## src/rtl/control_pipeline.sv

```systemverilog
// control_pipeline: ID->EX->MEM->WB control-word pipeline with load-use bubble insertion
module control_pipeline #(
    parameter int EX_W  = 6,
    parameter int MEM_W = 6,
    parameter int WB_W  = 5,
    parameter int CNT_W = 16
) (
    input  logic             clk,
    input  logic             reset,
    input  logic             id_valid,
    input  logic [EX_W-1:0]  id_ctrl_ex,
    input  logic [MEM_W-1:0] id_ctrl_mem,
    input  logic [WB_W-1:0]  id_ctrl_wb,
    input  logic [4:0]       id_dest,
    input  logic             id_is_load,
    input  logic [4:0]       id_rs,
    input  logic [4:0]       id_rt,
    input  logic             id_uses_rs,
    input  logic             id_uses_rt,
    input  logic             ext_stall,
    input  logic             flush_id,
    output logic             hazard_stall,
    output logic             ex_valid,
    output logic [EX_W-1:0]  ex_ctrl_ex,
    output logic [MEM_W-1:0] ex_ctrl_mem,
    output logic [WB_W-1:0]  ex_ctrl_wb,
    output logic [4:0]       ex_dest,
    output logic             ex_is_load,
    output logic             mem_valid,
    output logic [MEM_W-1:0] mem_ctrl_mem,
    output logic [WB_W-1:0]  mem_ctrl_wb,
    output logic [4:0]       mem_dest,
    output logic             wb_valid,
    output logic [WB_W-1:0]  wb_ctrl_wb,
    output logic [4:0]       wb_dest,
    output logic [CNT_W-1:0] bubble_count
);

    logic hazard;
    logic bubble;
    logic take;

    // Load-use detection against the load sitting in EX; a flushed ID slot never needs holding
    always_comb begin
        hazard       = id_valid & ex_valid & ex_is_load & (ex_dest != 5'd0) &
                       ((id_uses_rs & (id_rs == ex_dest)) | (id_uses_rt & (id_rt == ex_dest)));
        bubble       = hazard | flush_id;
        take         = id_valid & ~bubble;
        hazard_stall = hazard & ~flush_id;
    end

    // Stage registers: freeze on ext_stall, otherwise shift with a bubble injected into EX when needed
    always_ff @(posedge clk or posedge reset) begin
        if (reset) begin
            ex_valid     <= 1'b0;
            ex_ctrl_ex   <= '0;
            ex_ctrl_mem  <= '0;
            ex_ctrl_wb   <= '0;
            ex_dest      <= '0;
            ex_is_load   <= 1'b0;
            mem_valid    <= 1'b0;
            mem_ctrl_mem <= '0;
            mem_ctrl_wb  <= '0;
            mem_dest     <= '0;
            wb_valid     <= 1'b0;
            wb_ctrl_wb   <= '0;
            wb_dest      <= '0;
        end else if (!ext_stall) begin
            ex_valid     <= take;
            ex_ctrl_ex   <= take ? id_ctrl_ex : '0;
            ex_ctrl_mem  <= take ? id_ctrl_mem : '0;
            ex_ctrl_wb   <= take ? id_ctrl_wb : '0;
            ex_dest      <= take ? id_dest : '0;
            ex_is_load   <= take & id_is_load;
            mem_valid    <= ex_valid;
            mem_ctrl_mem <= ex_ctrl_mem;
            mem_ctrl_wb  <= ex_ctrl_wb;
            mem_dest     <= ex_dest;
            wb_valid     <= mem_valid;
            wb_ctrl_wb   <= mem_ctrl_wb;
            wb_dest      <= mem_dest;
        end
    end

    // Saturating count of real instructions turned into bubbles (flush and hazard together count once)
    always_ff @(posedge clk or posedge reset) begin
        if (reset)
            bubble_count <= '0;
        else if (!ext_stall && id_valid && bubble && !(&bubble_count))
            bubble_count <= bubble_count + CNT_W'(1);
    end

endmodule
```

## config.mk

```make
export PLATFORM = sky130hd
export DESIGN_NAME = control_pipeline
export DESIGN_NICKNAME = d
export VERILOG_FILES = /design/src/rtl/control_pipeline.sv
export SDC_FILE = /design/constraint.sdc
export NUM_CORES = 1
export LEC_CHECK = 0
export CAP_MARGIN = 40
export CORE_AREA = 2 2 63 125
export CTS_CLUSTER_DIAMETER = 100
export CTS_CLUSTER_SIZE = 24
export DETAILED_ROUTE_END_ITERATION = 16
export DIE_AREA = 0 0 65 127
export PLACE_DENSITY = 0.77
export SLEW_MARGIN = 25
export SYNTH_ARGS = -nofsm -noshare
export SYNTH_HDL_FRONTEND = slang
export SYNTH_SLANG_ARGS = --single-unit
```

## constraint.sdc

```tcl
create_clock -name clk -period 1.9 [get_ports clk]
set_input_delay 0.285 -clock clk [delete_from_list [all_inputs] [get_ports clk]]
set_output_delay 0.285 -clock clk [all_outputs]
set_load 0.02 [all_outputs]
```

==> results.toml <==
[setup_path]
cp_max_fo = 3
arrival_ns = 1.60
timing.critical_path.slowest_stage_cell = "dfrtp_2"
crit_chain = "xnor2_2 -> nand4_1 -> o22ai_2 -> nand2_1 -> nor2_1 -> buf_4"
startpoint_type = "flip-flop"
worstPathRequired_ns = 1.62
cp-end-kind = "primary output"
r2r_start = "ex_dest[4]$_DFFE_PP0N_"
critical_path.startpoint = "ex_dest[4]$_DFFE_PP0N_"
max_stage_delay_ns = 0.46
path_class = "flip-flop to primary output"

[sta]
rsz0062_at_grt = "yes"
clock_skew_ns = 0.00353
period_share_pct = 99.3
setup_viol = 0
timing.slew.headroom_pct = 61.1
max_freq_mhz = 530
slew_violations = 0
period_minus_slack_ns = 1.89
final-hold-violation-count = 0
tightest_slew_ns = 0.584
fin_ws_ns = 0.0134

[placement]
routabilityCongestion = 0.823
hpwl_microns = 5070
pre_cts_slack_ns = -0.404
placedCellCount = 428
placed_area_sq_um = 4220
port-buffer-count = 108

[clock_tree]
cts_inserted_buffers = 9
cts_num_sinks = 68
clk_latency_ns = 0.33
clkTransAtPathRegs_ns = 0.05
cts_tree = "done"
h-tree-depth = 3
clockBufferDepth = 2
root_buffer = "clkbuf_16"

[cells_and_area]
drive_gt1_share_pct = 29.9
fillers = 545
fin_cells = 447
diodes = 0
synthToLayoutAreaGrowth_pct = 66.6
nets = 391
final_area_sq_um = 4670

[synthesis]
yosysMostFrequentCell = "dfrtp_1"
synthCells = 207
synth_edf_count = 0
synthMuxAreaShare_pct = 11.8
ys_warn_count = 0
synth_fa_ha_area_share_pct = 0.447
synth_compound_area_share_pct = 9.07
synth_area_sq_um = 2800
synth_cell_types = 28
synth-seq-area-share_pct = 60.8
synth-main-ff-cell = "dfrtp_1"
synthTopCellsByArea = "dfrtp_1 61%, mux2_2 11%, a22o_1 7.2%"
yosys-top-cells-count = "68 x dfrtp_1, 28 x mux2_2, 23 x a22o_1"
syn_nets = 248
ys_seq_elements = 68
synth-simple-area-share_pct = 8.00
synth_xor_area_share_pct = 7.82
syn_avg_cell_area_sq_um = 13.5
post-synth-top-area-cell = "dfrtp_1"
async_reset_ff_share_pct = 100
synth_top_family_by_area = "multiplexers"
synth_top_area_share_pct = 60.8

[route]
wl_met1_microns = 2570
routed-wl-met3_microns = 422
detail_route.first_pass.iterations = 4
viasPerCell = 4.91
wl_per_cell_microns = 16.1
route.met2.wl_microns = 4020
highest_layer = "met4"
wl_microns = 7190
ant_nets = 0
vias = 2196
drc = 0
dr.first_iter.drc_count = 34

[power_and_ir_drop]
cellPowerDensity_nw_per_um2 = 920
p_leak_nw = 2.17
ir_worst_vdd_mv = 0.607

[global_route]
antenna_found_initial = 0
grt_max_degree = 69
grt_pass1_wl_microns = 11600
grtUsageTotal_pct = 18.9
grt_overflow_total = 0
grt_pass1_vias = 2341

[die]
core_area_sq_um = 7210
fp-row-count = 44
pin_count = 109
die_w_microns = 65
initial_utilization_pct = 38.8
die_h_microns = 127
dieArea_sq_um = 8260

[worst_hold_path]
hold_path.class = "input pin to async pin"

[run_status]
status = "finished, final reports clean"

[job]
cap_violations = 0
[layer usage]
| layer | vias to the layer above | GRT usage (%) |
|---|---|---|
| li1 | 1028 | - |
| met5 | - | 0 |
| met1 | 1079 | 19.7 |
| met3 | 15 | 5.11 |
| met4 | 0 | 9.64 |
| met2 | 74 | 33.9 |
[critical path, delay by kind of cell, from the launching register on]
family	cells	cell delay, ns
flops	1	0.46
xor+xnor	1	0.14
compound gates	1	0.22
simple gates	3	0.30
buf+inv	1	0.15
[worst paths after layout]
path	slack, ns	cells past startpoint	end
worst max register to register	0.02	9	bubble_count[10]$_DFFE_PP0P_
max in group asynchronous	1.19	3	bubble_count[1]$_DFFE_PP0P_
worst min register to register	0.50	1	bubble_count[15]$_DFFE_PP0P_
worst max-delay path	0.01	6	hazard_stall
worst min-delay path	0.39	3	wb_dest[1]$_DFFE_PP0N_
min in group clk	0.48	5	bubble_count[9]$_DFFE_PP0P_
[cell type report]
| type | count | area (sq um) | area share, % |
|---|---|---|---|
| Inverter | 4 | 18.8 | 0.402 |
| Tap cell | 92 | 115 | 2.47 |
| Clock buffer | 12 | 267 | 5.71 |
| Timing Repair Buffer | 141 | 1360 | 29.2 |
| Clock inverter | 4 | 22.5 | 0.483 |
| Multi-Input combinational cell | 126 | 1170 | 25.1 |
| Sequential cell | 68 | 1710 | 36.6 |
[sequential cells by signal, indices dropped and copies added, names as in the netlist]
signal        flops
wb_valid          1
bubble_count     16
ex_ctrl_wb        5
wb_dest           5
ex_dest           5
ex_ctrl_mem       6
ex_ctrl_ex        6
mem_ctrl_mem      6
mem_ctrl_wb       5
ex_is_load        1
wb_ctrl_wb        5
mem_dest          5
mem_valid         1
ex_valid          1
[power by group]
part / internal (mW) / total [mW] / switching, mW
logic: 0.559 / 1.04 / 0.483
clock network: 0.981 / 1.56 / 0.579
registers: 1.59 / 1.69 / 0.0995
total: 3.13 / 4.29 / 1.16
[cell families (layout without fill, tap and decap cells)]
kind of cell	after synthesis	count (layout)
multiplexers	29	29
XOR/XNOR	25	25
AO/OA/AOI/OAI	28	28
AND/OR/NAND/NOR	43	43
adder cells (fa/ha/maj)	1	1
buffers and inverters	13	161
flip-flops	68	68
[through the flow]
step	total power, mW	TNS, ns	utilization [%]	hold slack (ns)
3_3_place_gp	2.69	-13.82	58.3	0.488
2_1_floorplan	2.17	-0.0834	-	0.414
5_1_grt	4.47	-0.405	64.7	0.427
3_5_place_dp	2.72	-8.68	58.5	0.491
6_report	4.29	0	64.7	0.389
4_1_cts	4.32	-0.00747	63.6	0.406
[cells in the final DEF (no fill, tap or decap), types with 2 or more instances in the layout]
cell             netlist  final
nor3_4                 0      5
clkdlybuf4s50_1        0    105
nor2_2                 1      2
mux2_2                28     28
nand3_1                6      5
clkinv_2               0      3
buf_8                  0      2
xnor2_2                0      3
clkinvlp_4             0      2
inv_1                  4      3
nand2_1                7      7
buf_4                  0     29
clkbuf_16              0      9
nand4_1                7      7
clkbuf_8               0      3
dfrtp_1               68     62
xor2_1                11     11
dfrtp_2                0      6
xnor2_1               14     11
a22o_1                23     23
nor2_1                 9      7
buf_12                 0      2
nor3_1                 7      2
[timing repair]
action | in CTS | in global routing
resized for setup | 16 | 16
setup endpoints to repair | 25 | 10
hold buffers | 0 | 0
buffers inserted | 3 | 0
pin swaps | 3 | 16
Power figures use the tool's default switching activity.
